### src/rtl/uart_rx_ext.sv
// Parametrised UART receiver: majority-voted sampling, optional parity,
// configurable stop length, parity/framing error flags and break detection.
module uart_rx_ext #(
  parameter int unsigned DBIT       = 8,
  parameter int unsigned OS         = 16,
  parameter int unsigned SB_TICK    = 16,
  parameter int unsigned PARITY_EN  = 0,
  parameter int unsigned PARITY_ODD = 0
) (
  input  logic            clk,
  input  logic            rst_n,
  input  logic            rx,
  input  logic            s_tick,
  output logic            rx_done_tick,
  output logic [DBIT-1:0] dout,
  output logic            parity_err,
  output logic            frame_err,
  output logic            break_det
);

  // Wide enough for both the per-bit count (OS-1) and the stop-phase count.
  localparam int unsigned SMAX = (OS > SB_TICK) ? OS : SB_TICK;
  localparam int unsigned SW   = $clog2(SMAX);
  localparam int unsigned NW   = $clog2(DBIT);

  localparam logic [SW-1:0] S_H_C0   = SW'(OS/2 - 3);
  localparam logic [SW-1:0] S_H_C1   = SW'(OS/2 - 2);
  localparam logic [SW-1:0] S_H_VOTE = SW'(OS/2 - 1);
  localparam logic [SW-1:0] S_F_C0   = SW'(OS - 3);
  localparam logic [SW-1:0] S_F_C1   = SW'(OS - 2);
  localparam logic [SW-1:0] S_F_VOTE = SW'(OS - 1);
  localparam logic [SW-1:0] S_STOP   = SW'(SB_TICK - 1);
  localparam logic [NW-1:0] N_LAST   = NW'(DBIT - 1);
  localparam logic          PAR_ON   = (PARITY_EN != 0);
  localparam logic          PAR_ODD  = (PARITY_ODD != 0);

  typedef enum logic [2:0] {IDLE, START, DATA, PARITY, STOP, BRK_WAIT} state_t;

  state_t          state, state_next;
  logic            rx_meta, rx_sync;
  logic [SW-1:0]   s;
  logic [NW-1:0]   n;
  logic [DBIT-1:0] sr;
  logic            pbit, stop_smp, cap0, cap1;

  logic [SW-1:0]   pt0, pt1, pt_vote;
  logic            vote, stop_v;
  logic            s_clr, s_inc, n_clr, n_inc;
  logic            shift_en, pbit_en, stop_en, done_en;
  logic            pe_next, fe_next, bd_next;

  always_ff @(posedge clk or negedge rst_n) begin
    if (!rst_n) begin
      rx_meta <= 1'b1;
      rx_sync <= 1'b1;
    end else begin
      rx_meta <= rx;
      rx_sync <= rx_meta;
    end
  end

  // START votes around the half-bit point; all later phases vote at bit end.
  always_comb begin
    if (state == START) begin
      pt0     = S_H_C0;
      pt1     = S_H_C1;
      pt_vote = S_H_VOTE;
    end else begin
      pt0     = S_F_C0;
      pt1     = S_F_C1;
      pt_vote = S_F_VOTE;
    end
  end

  assign vote   = (cap0 & cap1) | (cap0 & rx_sync) | (cap1 & rx_sync);
  // When the stop vote and the stop-phase end coincide, use the live vote.
  assign stop_v = (s == S_F_VOTE) ? vote : stop_smp;

  always_ff @(posedge clk or negedge rst_n) begin
    if (!rst_n) state <= IDLE;
    else        state <= state_next;
  end

  always_comb begin
    state_next = state;
    unique case (state)
      IDLE:     if (!rx_sync) state_next = START;
      START:    if (s_tick && s == pt_vote) state_next = vote ? IDLE : DATA;
      DATA:     if (s_tick && s == S_F_VOTE && n == N_LAST)
                  state_next = PAR_ON ? PARITY : STOP;
      PARITY:   if (s_tick && s == S_F_VOTE) state_next = STOP;
      STOP:     if (s_tick && s == S_STOP) state_next = stop_v ? IDLE : BRK_WAIT;
      BRK_WAIT: if (rx_sync) state_next = IDLE;
      default:  state_next = IDLE;
    endcase
  end

  always_comb begin
    s_clr    = 1'b0;
    s_inc    = 1'b0;
    n_clr    = 1'b0;
    n_inc    = 1'b0;
    shift_en = 1'b0;
    pbit_en  = 1'b0;
    stop_en  = 1'b0;
    done_en  = 1'b0;
    unique case (state)
      IDLE: s_clr = !rx_sync;
      START:
        if (s_tick) begin
          if (s == pt_vote) begin
            s_clr = 1'b1;
            n_clr = 1'b1;
          end else s_inc = 1'b1;
        end
      DATA:
        if (s_tick) begin
          if (s == S_F_VOTE) begin
            s_clr    = 1'b1;
            shift_en = 1'b1;
            n_inc    = (n != N_LAST);
          end else s_inc = 1'b1;
        end
      PARITY:
        if (s_tick) begin
          if (s == S_F_VOTE) begin
            s_clr   = 1'b1;
            pbit_en = 1'b1;
          end else s_inc = 1'b1;
        end
      STOP:
        if (s_tick) begin
          stop_en = (s == S_F_VOTE);
          if (s == S_STOP) begin
            s_clr   = 1'b1;
            done_en = 1'b1;
          end else s_inc = 1'b1;
        end
      default: ;
    endcase
  end

  always_comb begin
    pe_next = PAR_ON & ((^sr) ^ pbit ^ PAR_ODD);
    fe_next = ~stop_v;
    bd_next = (sr == '0) & (~pbit | ~PAR_ON) & ~stop_v;
  end

  always_ff @(posedge clk or negedge rst_n) begin
    if (!rst_n) begin
      s            <= '0;
      n            <= '0;
      sr           <= '0;
      pbit         <= 1'b0;
      stop_smp     <= 1'b0;
      cap0         <= 1'b0;
      cap1         <= 1'b0;
      rx_done_tick <= 1'b0;
      dout         <= '0;
      parity_err   <= 1'b0;
      frame_err    <= 1'b0;
      break_det    <= 1'b0;
    end else begin
      if (s_clr)      s <= '0;
      else if (s_inc) s <= s + 1'b1;
      if (n_clr)      n <= '0;
      else if (n_inc) n <= n + 1'b1;
      if (s_tick && s == pt0) cap0 <= rx_sync;
      if (s_tick && s == pt1) cap1 <= rx_sync;
      if (shift_en) sr       <= {vote, sr[DBIT-1:1]};
      if (pbit_en)  pbit     <= vote;
      if (stop_en)  stop_smp <= vote;
      rx_done_tick <= done_en;
      if (done_en) begin
        dout       <= sr;
        parity_err <= pe_next;
        frame_err  <= fe_next;
        break_det  <= bd_next;
      end
    end
  end

endmodule

### config.mk
export PLATFORM = sky130hd
export DESIGN_NAME = uart_rx_ext
export DESIGN_NICKNAME = d
export VERILOG_FILES = /design/src/rtl/uart_rx_ext.sv
export SDC_FILE = /design/constraint.sdc
export NUM_CORES = 1
export LEC_CHECK = 0
export ABC_AREA = 1
export CORE_UTILIZATION = 56
export DETAILED_ROUTE_END_ITERATION = 8
export PLACE_DENSITY = 0.78
export SLEW_MARGIN = 20
export SYNTH_ARGS = -nofsm -noshare
export SYNTH_HDL_FRONTEND = slang
export SYNTH_SLANG_ARGS = --single-unit
### constraint.sdc
create_clock -name clk -period 1.79 [get_ports clk]
set_input_delay 0.2685 -clock clk [delete_from_list [all_inputs] [get_ports clk]]
set_output_delay 0.2685 -clock clk [all_outputs]
set_load 0.05 [all_outputs]
==> results_dict.tcl, run 1 <==
set metrics [dict create \
    vias 1347 \
    fin_cells 250 \
    layout_commonest_cell "nand2_1" \
    clock_path_buffers 2 \
    syn2layout_area_growth_pct 17.2 \
    rsz0062_at_grt "false" \
    worstPathRequired_ps 1520 \
    netlist-cell-type-count 29 \
    placed_cell_area_um2 1870 \
    critPathSlowestCell "clkdlybuf4s50_1" \
    cp_max_fo 1 \
    max_freq_ghz 0.580 \
    numCtsBuffers 5 \
    dp.cells 241 \
    track_usage 0.225 \
    layout_common_cells "nand2_1, dfrtp_1, inv_1" \
    hold_path_class "in -> async" \
    coreArea_um2 2830 \
    cts-root-buf "clkbuf_4" \
    cp.buffers_inverters 1 \
    violations "DRC" \
    drive_gt1_frac 0.160 \
    grt_pass1_vias 1298 \
    cts.clk_slew.worst_paths_ps 110 \
    wirelength_um 3270 \
    cp.arrival_ps 1460 \
    power_mw 2.26 \
    leakagePower_nw 1.18 \
    initial_core_util 0.609 \
    antenna_found_initial 0 \
    vias_per_cell 5.39 \
    overflow 0 \
    cts.htree.levels 2 \
    cts_tree "yes" \
    syn_nets 208 \
    finalCoreUtilization 0.713 \
    die_w_um 57.4 \
    post-route-period-util 0.963 \
    antenna_cells 0 \
    drc_errors 1 \
    fin_worst_skew_ps 7.87 \
    cp_cell_sequence "clkdlybuf4s50_1" \
    slew_violations 0 \
    ir_drop_uv 666 \
    tns_ps 0 \
    cap_viol_max_count 0 \
    syn_inst 199 \
    grt_max_degree 35 \
    yosysWarnings 0 \
    min_period_ps 1720 \
    max_stage_delay_ps 790 \
    maxSlewHeadroom 0.660 \
    gp_congestion 0.916 \
    seq_area_frac_synth 0.496 \
    post-dp-hpwl_um 2340 \
    num_rows 19 \
    avgRoutedWirePerCell_um 13.1 \
    ios 16 \
    worstMarginPinSlew_ps 510 \
    hold_violations 0 \
    ys_seq_elements 34 \
    cts.sinks 34 \
    port_buffers 14 \
    grt_first_pass_wirelength_um 5560 \
    drt_iter0_drc 48 \
    fin_nets 227 \
    fin_area_um2 2020 \
    setup_viol 0 \
    die_h_um 57.4 \
    antenna_left 0 \
    syn_area_um2 1720 \
    critPathKind "reg -> out" \
    firstDrtPassIters 6 \
    start_kind "flop" \
    power_density_nw_per_um2 1120 \
    cpLargestDelayFamily "buffers and inverters" \
    clkLatencyLatePin_ps 340 \
    synth_area_per_cell_um2 8.65 \
    die_area_um2 3300 \
    worst_setup_path_end_kind "output port" \
    status "finished with violations" \
]
==> through the flow <==
step / hold slack [ps] / setup WS [ps]
after global placement: 350 / 147
final: 317 / 65.7
after floorplan: -27.1 / 379
after CTS: 323 / 2.04
after global routing: 323 / 12.9
after detailed placement: 349 / 64.6
==> routing by layer <==
metal | wire length [µm] | track usage | part of all wire
met5 | 0 | 0 | 0
met4 | 36 | 0.0732 | 0.011
met3 | 134 | 0.0703 | 0.041
met2 | 1690 | 0.395 | 0.52
met1 | 1410 | 0.259 | 0.43
==> registers in the layout (all words and copies together), names as in the netlist, 3 cells and up <==
signal and flops:
s 4, state 3, dout 8, n 3
sr 8
==> path summary, 6_finish.rpt <==
kind                                             start              endpoint  slack (ps)  cells past startpoint
worst max-delay path            rx_done_tick$_DFF_PN0_          rx_done_tick          70                      1
worst min-delay path                             rst_n   dout[0]$_DFFE_PN0P_         320                      2
worst max register to register        s[0]$_DFFE_PN0P_  state[1]$_DFFE_PN0P_         170                     10
worst min register to register       rx_meta$_DFF_PN1_     rx_sync$_DFF_PN1_         370                      0
max in group asynchronous                        rst_n     rx_sync$_DFF_PN1_        1140                      2
min in group clk                                    rx     rx_meta$_DFF_PN1_         350                      1
==> layout make-up <==
cell class | count | area (µm²)
tap | 31 | 38.8
fill | 221 | 811
sequential | 34 | 853
timing repair buffer | 17 | 189
clock inverter | 3 | 68.8
inverter | 23 | 86.3
multi-input combinational | 137 | 744
clock buffer | 5 | 37.5
==> synth_stat cells (all sizes together) <==
library cell	count	area [µm²]
nand4	3	33.8
inv	23	86.3
buf	5	42.5
o31ai	1	12.5
nand2	64	245
or2	2	12.5
nor2	13	78.8
conb	1	3.75
nand3	21	110
dfrtp	32	801
o21ai	17	111
ha	5	62.6
nor4	2	12.5
and2	1	6.26
dfstp	2	52.6
xor2	3	26.3
a21oi	4	23.8
==> power breakdown <==
group / leakage [nW] / switching (mW) / internal (mW)
registers: 0.457 / 0.108 / 0.849
logic: 0.672 / 0.387 / 0.204
clock network: 0.0554 / 0.272 / 0.437
==> logic make-up (layout without fill, tap and decap cells) <==
group / count (synthesis) / after routing / synth area share
other: 1 / 1 / 0.00218
DFF: 34 / 34 / 0.496
xor gates and xnor gates: 3 / 3 / 0.0153
buffers and inverters: 28 / 48 / 0.0749
and+or+nand+nor: 106 / 106 / 0.290
AOI/OAI and AO/OA: 22 / 22 / 0.0857
adders and majority gates: 5 / 5 / 0.0363
==> what timing repair did <==
item | in CTS | in global routing
pin swaps | 0 | 0
gates resized for setup | 3 | 8
setup endpoints to repair | 3 | 16
hold buffers | 0 | 0
setup buffers | 0 | 1
Note: power is estimated with default switching activity, not from simulation.
==> run 2: changes to the inputs <==
Settings changed: RECOVER_POWER from default to 25.
==> run 2 against run 1 <==
  * The run still ends with DRC left
  * Wire length rose by 0.15%
  * Total power barely moved
  * First-iteration DRC count rose by 4.2%
  * Die area did not move
  * Clock skew barely moved
  * Combinational power barely moved
  * Worst setup slack barely moved
  * Core utilization fell by 0.088 points
  * Count of clock-buffer cells in the layout did not move
  * Sequential share of layout area rose by 0.053 points
  * Flip-flop and latch count did not move
  * Critical path type unchanged
==> results_dict.tcl, run 2 (synthesis results as in run 1) <==
set metrics [dict create \
    power_mw 2.25 \
    maxSlewHeadroom 0.459 \
    hold_path_class "reg -> reg" \
    cp.arrival_ps 1460 \
    cp.buffers_inverters 1 \
    cp_cell_sequence "clkdlybuf4s50_1" \
    post-route-period-util 0.963 \
    antenna_cells 0 \
    syn2layout_area_growth_pct 17.1 \
    tns_ps 0 \
    drc_errors 1 \
    wirelength_um 3270 \
    port_buffers 14 \
    violations "DRC" \
    cts-root-buf "clkbuf_4" \
    cts_tree "yes" \
    whs_ps 369 \
    fin_nets 227 \
    min_period_ps 1720 \
    worstPathRequired_ps 1520 \
    largestRegisters "dout x8, sr x8, s x4" \
    leakagePower_nw 1.18 \
    coreArea_um2 2830 \
    grt_first_pass_wirelength_um 5560 \
    worstMarginPinSlew_ps 811 \
    postCtsHoldBufs 0 \
    post-dp-hpwl_um 2340 \
    drt_iter0_drc 50 \
    cp_max_fo 1 \
    initial_core_util 0.609 \
    die_w_um 57.4 \
    overflow 0 \
    cpLargestDelayFamily "buffers and inverters" \
    grt_max_degree 35 \
    max_stage_delay_ps 790 \
    cts.sinks 34 \
    worst_setup_path_end_kind "output port" \
    vias_per_cell 5.41 \
    fin_worst_skew_ps 7.87 \
    status "finished with violations" \
    track_usage 0.225 \
    clock_path_buffers 2 \
    fillers 222 \
    cts.clk_slew.worst_paths_ps 110 \
    die_area_um2 3300 \
    ios 16 \
    antenna_left 0 \
    hold_violations 0 \
    cap_viol_max_count 0 \
    drive_gt1_frac 0.160 \
    slew_violations 0 \
    avgRoutedWirePerCell_um 13.1 \
    setup_viol 0 \
    cts.htree.levels 2 \
    critPathKind "reg -> out" \
    vias 1352 \
    start_kind "flop" \
    num_rows 19 \
    layout_common_cells "nand2_1, dfrtp_1, inv_1" \
    gp_congestion 0.916 \
    grt_pass1_vias 1298 \
    rsz0062_at_grt "false" \
    layout_commonest_cell "nand2_1" \
    die_h_um 57.4 \
    critPathSlowestCell "clkdlybuf4s50_1" \
    numCtsBuffers 5 \
    power_density_nw_per_um2 1120 \
    clkLatencyLatePin_ps 340 \
    ir_drop_uv 666 \
    max_freq_ghz 0.580 \
    antenna_found_initial 0 \
    firstDrtPassIters 6 \
]
==> run 2: cell types whose count changed in the layout (fill, tap and decap cells not counted), sizes merged <==
| cell | change |
|---|---|
| clkdlybuf4s50 | -2 |
| dlygate4sd3 | +2 |
| buf | -1 |
| clkbuf | +1 |
==> run 2: per-layer routing <==
layer | up-vias | wire length (µm) | track usage
met1 | 648 | 1420 | 0.259
li1 | 669 | - | -
met4 | 0 | 36 | 0.0732
met2 | 29 | 1690 | 0.395
met3 | 6 | 131 | 0.0703
met5 | - | 0 | 0
==> run 2: what timing repair did <==
| item | 4_1_cts | 5_1_grt |
|---|---|---|
| hold endpoints to repair | 0 | 0 |
| resized for setup | 3 | 8 |
| endpoints found under the setup margin | 3 | 16 |
| setup buffers | 0 | 1 |
==> run 2: area by class of cell <==
class                      instances  area [µm²]  area share
clock buffer                       5        37.5      0.0186
clock inverter                     3        68.8      0.0341
inverter                          23        86.3      0.0428
multi-input combinational        137         744       0.369
sequential                        34         853       0.423
tap                               31        38.8      0.0192
timing repair buffer              17         186      0.0925
==> run 2: final timing paths <==
path                                        start                endpoint  slack [ps]  depth (start not counted)
max                        rx_done_tick$_DFF_PN0_            rx_done_tick          70                          1
min                             rx_meta$_DFF_PN1_       rx_sync$_DFF_PN1_         370                          0
max reg2reg                      s[0]$_DFFE_PN0P_    state[1]$_DFFE_PN0P_         170                         10
min reg2reg                     rx_meta$_DFF_PN1_       rx_sync$_DFF_PN1_         370                          0
max in group asynchronous                   rst_n  rx_done_tick$_DFF_PN0_         750                          2
min in group asynchronous                   rst_n     dout[0]$_DFFE_PN0P_         530                          2
==> run 2: power breakdown <==
| part | leakage, nW | internal [mW] | switching, mW |
|---|---|---|---|
| combinational | 0.672 | 0.202 | 0.386 |
| clock | 0.0554 | 0.437 | 0.272 |
| sequential | 0.457 | 0.849 | 0.108 |
==> run 2: through the flow <==
step | setup WS (ps) | util | cell area, µm² | instances
after floorplan | 379 | - | 1720 | 199
after CTS | 2.04 | 0.698 | 1980 | 249
after global routing | 12.9 | 0.713 | 2020 | 250
after global placement | 147 | 0.662 | 1870 | 241
after detailed placement | 64.6 | 0.662 | 1870 | 241
final | 65.8 | 0.713 | 2020 | 250
